### src/rtl/adc_capture_sequencer_if.sv
// ADC sample stream in, FIFO write port out, seen from the capture sequencer.
interface adc_capture_sequencer_if #(
  parameter int unsigned DATA_W = 16
);
  logic                  data_valid;
  logic [DATA_W-1:0]     adc_data_1;
  logic [DATA_W-1:0]     adc_data_2;
  logic                  fifo_prog_full;
  logic                  fifo_busy;
  logic [2*DATA_W-1:0]   fifo_din;
  logic                  fifo_wr_en;

  // Sequencer side: consumes samples and FIFO status, drives the write port.
  modport master (
    input  data_valid, adc_data_1, adc_data_2, fifo_prog_full, fifo_busy,
    output fifo_din, fifo_wr_en
  );

  // Environment side: ADC front end and FIFO.
  modport slave (
    output data_valid, adc_data_1, adc_data_2, fifo_prog_full, fifo_busy,
    input  fifo_din, fifo_wr_en
  );
endinterface

### src/rtl/adc_capture_sequencer.sv
// Capture sequencer: arms on request, waits for ADC/FIFO readiness, detects a
// trigger on the sample stream, then writes capture_len two-channel samples
// into the FIFO, dropping (and flagging) samples the FIFO cannot take.
module adc_capture_sequencer #(
  parameter int unsigned DATA_W = 16,
  parameter int unsigned CNT_W  = 24
) (
  input  logic                    adc_data_clk,
  input  logic                    reset,
  input  logic                    arm,
  input  logic                    abort,
  input  logic [1:0]              trig_mode,
  input  logic                    ext_trig,
  input  logic [DATA_W-1:0]       threshold,
  input  logic [CNT_W-1:0]        capture_len,
  input  logic                    adc_ready,
  adc_capture_sequencer_if.master bus,
  output logic                    busy,
  output logic                    done,
  output logic                    overflow,
  output logic                    fault,
  output logic [CNT_W-1:0]        sample_count,
  output logic [2:0]              state
);

  localparam int unsigned ST_W  = 3;
  localparam int unsigned DIN_W = 2 * DATA_W;

  typedef enum logic [ST_W-1:0] {
    S_IDLE     = 3'd0,
    S_WAIT_RDY = 3'd1,
    S_ARMED    = 3'd2,
    S_CAPTURE  = 3'd3,
    S_DONE     = 3'd4
  } state_t;

  localparam logic [1:0] M_IMM  = 2'b00;
  localparam logic [1:0] M_RISE = 2'b01;
  localparam logic [1:0] M_FALL = 2'b10;
  localparam logic [1:0] M_EXT  = 2'b11;

  state_t                    st_q,        st_nx;
  logic [1:0]                mode_q,      mode_nx;
  logic signed [DATA_W-1:0]  thr_q,       thr_nx;
  logic [CNT_W-1:0]          len_q,       len_nx;
  logic signed [DATA_W-1:0]  prev_ch1_q,  prev_ch1_nx;
  logic                      prev_ext_q,  prev_ext_nx;
  logic                      prev_vld_q,  prev_vld_nx;
  logic [CNT_W-1:0]          cnt_q,       cnt_nx;
  logic                      ovf_q,       ovf_nx;
  logic                      flt_q,       flt_nx;
  logic                      wr_en_q;
  logic [DIN_W-1:0]          din_q,       din_nx;
  logic                      busy_q,      done_q;

  logic                      trig_c;
  logic                      accept_c;
  logic                      take_c;
  logic                      wr_c;
  logic [CNT_W-1:0]          cnt_inc_c;
  logic signed [DATA_W-1:0]  cur_ch1_c;

  assign cur_ch1_c = $signed(bus.adc_data_1);
  assign accept_c  = ~bus.fifo_prog_full & ~bus.fifo_busy;
  assign cnt_inc_c = (&cnt_q) ? cnt_q : cnt_q + CNT_W'(1);

  // Trigger condition for the current sample in the latched mode.
  always_comb begin
    trig_c = 1'b0;
    case (mode_q)
      M_IMM:  trig_c = 1'b1;
      M_RISE: trig_c = prev_vld_q && (prev_ch1_q < thr_q) && (cur_ch1_c >= thr_q);
      M_FALL: trig_c = prev_vld_q && (prev_ch1_q > thr_q) && (cur_ch1_c <= thr_q);
      M_EXT:  trig_c = prev_vld_q && !prev_ext_q && ext_trig;
      default: trig_c = 1'b0;
    endcase
  end

  // Next-state and next-register values.
  always_comb begin
    st_nx       = st_q;
    mode_nx     = mode_q;
    thr_nx      = thr_q;
    len_nx      = len_q;
    prev_ch1_nx = prev_ch1_q;
    prev_ext_nx = prev_ext_q;
    prev_vld_nx = prev_vld_q;
    cnt_nx      = cnt_q;
    ovf_nx      = ovf_q;
    flt_nx      = flt_q;
    din_nx      = din_q;
    take_c      = 1'b0;
    wr_c        = 1'b0;

    unique case (st_q)
      S_IDLE: begin
        if (arm) begin
          mode_nx     = trig_mode;
          thr_nx      = $signed(threshold);
          len_nx      = capture_len;
          cnt_nx      = '0;
          ovf_nx      = 1'b0;
          flt_nx      = 1'b0;
          prev_vld_nx = 1'b0;
          prev_ext_nx = 1'b0;
          st_nx       = S_WAIT_RDY;
        end
      end
      S_WAIT_RDY: begin
        if (abort) begin
          st_nx = S_IDLE;
        end else if (adc_ready && !bus.fifo_busy) begin
          st_nx = (len_q == '0) ? S_DONE : S_ARMED;
        end
      end
      S_ARMED: begin
        if (abort) begin
          st_nx = S_IDLE;
        end else if (!adc_ready) begin
          flt_nx = 1'b1;
          st_nx  = S_DONE;
        end else if (bus.data_valid) begin
          prev_ch1_nx = cur_ch1_c;
          prev_ext_nx = ext_trig;
          prev_vld_nx = 1'b1;
          if (trig_c) begin
            take_c = 1'b1;
            st_nx  = S_CAPTURE;
          end
        end
      end
      S_CAPTURE: begin
        if (abort) begin
          st_nx = S_IDLE;
        end else if (!adc_ready) begin
          flt_nx = 1'b1;
          st_nx  = S_DONE;
        end else if (bus.data_valid) begin
          take_c = 1'b1;
        end
      end
      S_DONE: begin
        st_nx = S_IDLE;
      end
      default: begin
        st_nx = S_IDLE;
      end
    endcase

    // A sample belonging to the capture: write it if the FIFO can take it.
    if (take_c) begin
      if (accept_c) begin
        wr_c   = 1'b1;
        din_nx = {bus.adc_data_1, bus.adc_data_2};
        cnt_nx = cnt_inc_c;
        if (cnt_inc_c == len_q) begin
          st_nx = S_DONE;
        end
      end else begin
        ovf_nx = 1'b1;
      end
    end
  end

  // State and registered outputs; reset also kills a write queued for the next cycle.
  always_ff @(posedge adc_data_clk) begin
    if (reset) begin
      st_q       <= S_IDLE;
      mode_q     <= 2'b00;
      thr_q      <= '0;
      len_q      <= '0;
      prev_ch1_q <= '0;
      prev_ext_q <= 1'b0;
      prev_vld_q <= 1'b0;
      cnt_q      <= '0;
      ovf_q      <= 1'b0;
      flt_q      <= 1'b0;
      wr_en_q    <= 1'b0;
      din_q      <= '0;
      busy_q     <= 1'b0;
      done_q     <= 1'b0;
    end else begin
      st_q       <= st_nx;
      mode_q     <= mode_nx;
      thr_q      <= thr_nx;
      len_q      <= len_nx;
      prev_ch1_q <= prev_ch1_nx;
      prev_ext_q <= prev_ext_nx;
      prev_vld_q <= prev_vld_nx;
      cnt_q      <= cnt_nx;
      ovf_q      <= ovf_nx;
      flt_q      <= flt_nx;
      wr_en_q    <= wr_c;
      din_q      <= din_nx;
      busy_q     <= (st_nx == S_WAIT_RDY) || (st_nx == S_ARMED) || (st_nx == S_CAPTURE);
      done_q     <= (st_nx == S_DONE);
    end
  end

  assign bus.fifo_wr_en = wr_en_q;
  assign bus.fifo_din   = din_q;
  assign busy           = busy_q;
  assign done           = done_q;
  assign overflow       = ovf_q;
  assign fault          = flt_q;
  assign sample_count   = cnt_q;
  assign state          = 3'(st_q);

endmodule

### src/flat_wrapper.sv
// flat-port wrapper written by rule: the top's interface ports become plain ports
module adc_capture_sequencer_flat 
#(
  parameter int unsigned DATA_W = 16,
  parameter int unsigned CNT_W  = 24
)
  (adc_data_clk, reset, arm, abort, trig_mode, ext_trig, threshold, capture_len, adc_ready, busy, done, overflow, fault, sample_count, state, bus_data_valid, bus_adc_data_1, bus_adc_data_2, bus_fifo_prog_full, bus_fifo_busy, bus_fifo_din, bus_fifo_wr_en);
  adc_capture_sequencer_if #(.DATA_W(DATA_W)) bus_i ();
  input  logic adc_data_clk;
  input  logic reset;
  input  logic arm;
  input  logic abort;
  input  logic [1:0] trig_mode;
  input  logic ext_trig;
  input  logic [DATA_W-1:0] threshold;
  input  logic [CNT_W-1:0] capture_len;
  input  logic adc_ready;
  output logic busy;
  output logic done;
  output logic overflow;
  output logic fault;
  output logic [CNT_W-1:0] sample_count;
  output logic [2:0] state;
  input wire logic [$bits(bus_i.data_valid)-1:0] bus_data_valid;
  input wire logic [$bits(bus_i.adc_data_1)-1:0] bus_adc_data_1;
  input wire logic [$bits(bus_i.adc_data_2)-1:0] bus_adc_data_2;
  input wire logic [$bits(bus_i.fifo_prog_full)-1:0] bus_fifo_prog_full;
  input wire logic [$bits(bus_i.fifo_busy)-1:0] bus_fifo_busy;
  output wire logic [$bits(bus_i.fifo_din)-1:0] bus_fifo_din;
  output wire logic [$bits(bus_i.fifo_wr_en)-1:0] bus_fifo_wr_en;
  assign bus_i.data_valid = bus_data_valid;
  assign bus_i.adc_data_1 = bus_adc_data_1;
  assign bus_i.adc_data_2 = bus_adc_data_2;
  assign bus_i.fifo_prog_full = bus_fifo_prog_full;
  assign bus_i.fifo_busy = bus_fifo_busy;
  assign bus_fifo_din = bus_i.fifo_din;
  assign bus_fifo_wr_en = bus_i.fifo_wr_en;
  adc_capture_sequencer #(.DATA_W(DATA_W), .CNT_W(CNT_W)) u_core (.adc_data_clk(adc_data_clk), .reset(reset), .arm(arm), .abort(abort), .trig_mode(trig_mode), .ext_trig(ext_trig), .threshold(threshold), .capture_len(capture_len), .adc_ready(adc_ready), .bus(bus_i), .busy(busy), .done(done), .overflow(overflow), .fault(fault), .sample_count(sample_count), .state(state));
endmodule
### config.mk
export PLATFORM = sky130hd
export DESIGN_NAME = adc_capture_sequencer_flat
export DESIGN_NICKNAME = d
export VERILOG_FILES = /design/src/rtl/adc_capture_sequencer_if.sv /design/src/rtl/adc_capture_sequencer.sv /design/src/flat_wrapper.sv
export SDC_FILE = /design/constraint.sdc
export NUM_CORES = 1
export LEC_CHECK = 0
export ABC_AREA = 1
export BUFFER_PORTS_ARGS = -buffer_cell sky130_fd_sc_hd__buf_2
export CAP_MARGIN = 10
export CELL_PAD_IN_SITES_DETAIL_PLACEMENT = 0
export CELL_PAD_IN_SITES_GLOBAL_PLACEMENT = 1
export CORE_ASPECT_RATIO = 2
export CORE_MARGIN = 1.5
export CORE_UTILIZATION = 36
export CTS_BUF_LIST = sky130_fd_sc_hd__clkbuf_4
export DETAILED_ROUTE_END_ITERATION = 7
export PLACE_DENSITY_LB_ADDON = 0.1
export SYNTH_ARGS = -nofsm -noshare
export SYNTH_HDL_FRONTEND = slang
export SYNTH_SLANG_ARGS = --single-unit
### constraint.sdc
create_clock -name adc_data_clk -period 2.11 [get_ports adc_data_clk]
set_input_delay 0.3165 -clock adc_data_clk [delete_from_list [all_inputs] [get_ports adc_data_clk]]
set_output_delay 0.3165 -clock adc_data_clk [all_outputs]
set_load 0.05 [all_outputs]
==> results.cfg <==
[synthesis]
synth-main-ff-cell = dfxtp_1
synth_seq_cells = 124
syn_inst = 1003
synth_largest_area_cell = dfxtp_1
ys_warn_count = 0
syn_area_per_cell_sq_um = 6.70
ys_seq_area_frac = 0.370
ys_types = 32
post-synth-top-count-cell = nand2_1
syn_nets = 1119
synth_edf_count = 0
async_flop_share = 0
synth_area_sq_um = 6720
synth_top_area_share = 0.370
yosys-top-cells-area = dfxtp_1, nand2_1, a21oi_1, nand3_1, ha_1
yosys-top-cells-count = nand2_1, a21oi_1, dfxtp_1, nand3_1, inv_1

[cells_and_area]
finish.net_count = 1438
area_growth_pct = 54.8
n_fill_cell = 1836
finalInstanceArea_sq_um = 10400
layout-drive-gt1-share = 0.410
final_cells = 1552

[critical_path]
start_kind = register
crit_fanout = 7
crit_type = reg2reg
cp_top_family = simple AND/OR/NAND/NOR gates
critPathSlowestCell = dfxtp_2
critPathBufInv = 4
crit_chain = inv_4 -> ha_4 -> nand4_1 -> nor2_1 -> buf_4 -> nand2_4 -> nand2_2 -> nand2_1 -> nand3_1 -> nand3_1 -> nand2_1 -> nand2_1 -> nand2_2 -> nand2_4 -> nand2_4 -> buf_6 -> nand2_8 -> clkbuf_16 -> nand2_2 -> a21oi_1
crit_required_ns = 2.51
crit_arrival_ns = 2.87
critical-path-max-stage-delay_ns = 0.36
worst_setup_path_end_kind = register

[floorplan]
die_h_microns = 196
die_x_microns = 99.6
rows = 70
start_util = 0.367
io_pins = 147
die_area_sq_um = 19500
core_sq_um = 18300

[placement]
preCtsSetupSlack_ns = -0.519
dp.cells = 1481
dpl_cell_area_sq_um = 8950
hpwl_mm = 20.4
place.gp.congestion = 0.883
portBuffers = 146

[grt]
grt_max_degree = 78
grt_pass1_wl_mm = 40.7
grt_overflow = 0
grt.total_usage = 0.278
grt_pass1_vias = 7815
antenna_found_initial = 1

[clock_tree]
root_buffer = clkbuf_4
clockBufferDepth = 2
cts_tree = built
numCtsBuffers = 17
cts_sinks = 124
path_clk_slew_ns = 0.12
clock_latency_ns = 0.56
h-tree-depth = 4

[power_and_ir_drop]
p_leak_uw = 0.00465
power-per-cell-area_nw_per_um2 = 547
max-vdd-ir-drop_uv = 520

[timing]
hold_ws_ns = 0.0310
hold_viol_final = 0
min_period_ns = 2.48
maxSlewHeadroom = 0.347
worstMarginPinSlew_ns = 0.980
setup_viol = 63
finalClockSkew_ns = 0.0201
fmax_ghz = 0.404
min_period_over_period = 1.17
rsz0062_at_grt = yes
drv_slew = 0
layout_setup_ws_ns = -0.365

[run_status]
violations = negative setup slack
outcome = complete, but fails checks

[detailed_routing]
vias = 7827
route.detailed.drc = 0
viasPerCell = 5.04
drtPass1Iterations = 4
routedWlPerCell_microns = 17.7
drt-initial-drc-count = 252
wl_mm = 27.4
drtAntennaViolNets = 0

[min_path]
hp-class = in2reg

[job]
max_cap_viol_count = 0
## cell type report
type / count / area (sq um) / area share
Inverter: 97 / 382 / 0.0367
Sequential cell: 124 / 2540 / 0.244
Clock buffer: 19 / 143 / 0.0137
Clock inverter: 13 / 175 / 0.0168
Timing Repair Buffer: 350 / 2560 / 0.246
Tap cell: 216 / 270 / 0.0260
Multi-Input combinational cell: 732 / 4330 / 0.416
Antenna cell: 1 / 2.50 / 0.000241
## through the flow
step,total power [uW],utilization,setup TNS (ns)
floorplan,3170,-,-0.188
global route,5960,0.568,-31.06
detailed placement,3680,0.489,-30.41
CTS,5730,0.552,-17.65
finish,5690,0.568,-20.17
global placement,3670,0.489,-29.35
## worst min-delay path: stages
cell and delay (ns):
buf_2 0.10, nand3_1 0.07, a21oi_1 0.07
## cells in the final DEF (no fill, tap or decap), drive strengths merged, types with 21 or more instances in the layout
cell type / count
clkbuf: 21
nor2: 93
inv: 96
dfxtp: 124
nand2: 263
a21oi: 129
o21ai: 55
buf: 329
nand3: 113
ha: 33
## report_power, final
group | switching (uW) | leakage [uW] | internal, uW
Clock | 946 | 0.000166 | 954
Combinational | 734 | 0.00346 | 519
Sequential | 84.4 | 0.00103 | 2450
## state kept, by name (all words and copies together), names as in the netlist
name,count
u_core.done,1
u_core.prev_vld_q,1
u_core.bus.fifo_din,32
u_core.busy,1
u_core.state,3
u_core.prev_ext_q,1
u_core.fault,1
u_core.thr_q,16
u_core.sample_count,24
u_core.overflow,1
u_core.mode_q,2
u_core.prev_ch1_q,16
u_core.bus.fifo_wr_en,1
u_core.len_q,24
## worst paths after layout
path / startpoint / end / slack [ns] / depth (start not counted)
worst max register to register: u_core.thr_q[15]$_SDFFE_PP0P_ / u_core.bus.fifo_din[29]$_SDFFE_PP0P_ / -0.37 / 20
worst min register to register: u_core.bus.fifo_din[10]$_SDFFE_PP0P_ / u_core.bus.fifo_din[10]$_SDFFE_PP0P_ / 0.47 / 2
worst max-delay path: u_core.thr_q[15]$_SDFFE_PP0P_ / u_core.bus.fifo_din[29]$_SDFFE_PP0P_ / -0.37 / 20
worst min-delay path: bus_adc_data_2[6] / u_core.bus.fifo_din[6]$_SDFFE_PP0P_ / 0.03 / 3
## repair_timing
item	in CTS	in global routing
hold endpoints to repair	19	0
gates resized for setup	110	68
hold buffers	19	0
pin swaps	34	20
setup endpoints to repair	63	69
setup buffers	11	2
gates cloned	4	3
## logic make-up after synthesis
group                    share of synthesized area
AO/OA/AOI/OAI                                0.142
AND/OR/NAND/NOR                              0.313
XOR/XNOR                                    0.0259
buffers and inverters                       0.0879
flip-flops                                   0.370
adder cells (fa/ha/maj)                     0.0615
## per-layer routing
metal	global-route usage	vias up	part of all wire
li1	-	3918	-
met5	0	-	0
met4	0.171	0	0.063
met3	0.0445	82	0.029
met2	0.565	201	0.58
met1	0.243	3626	0.32
Power figures use the tool's default switching activity.
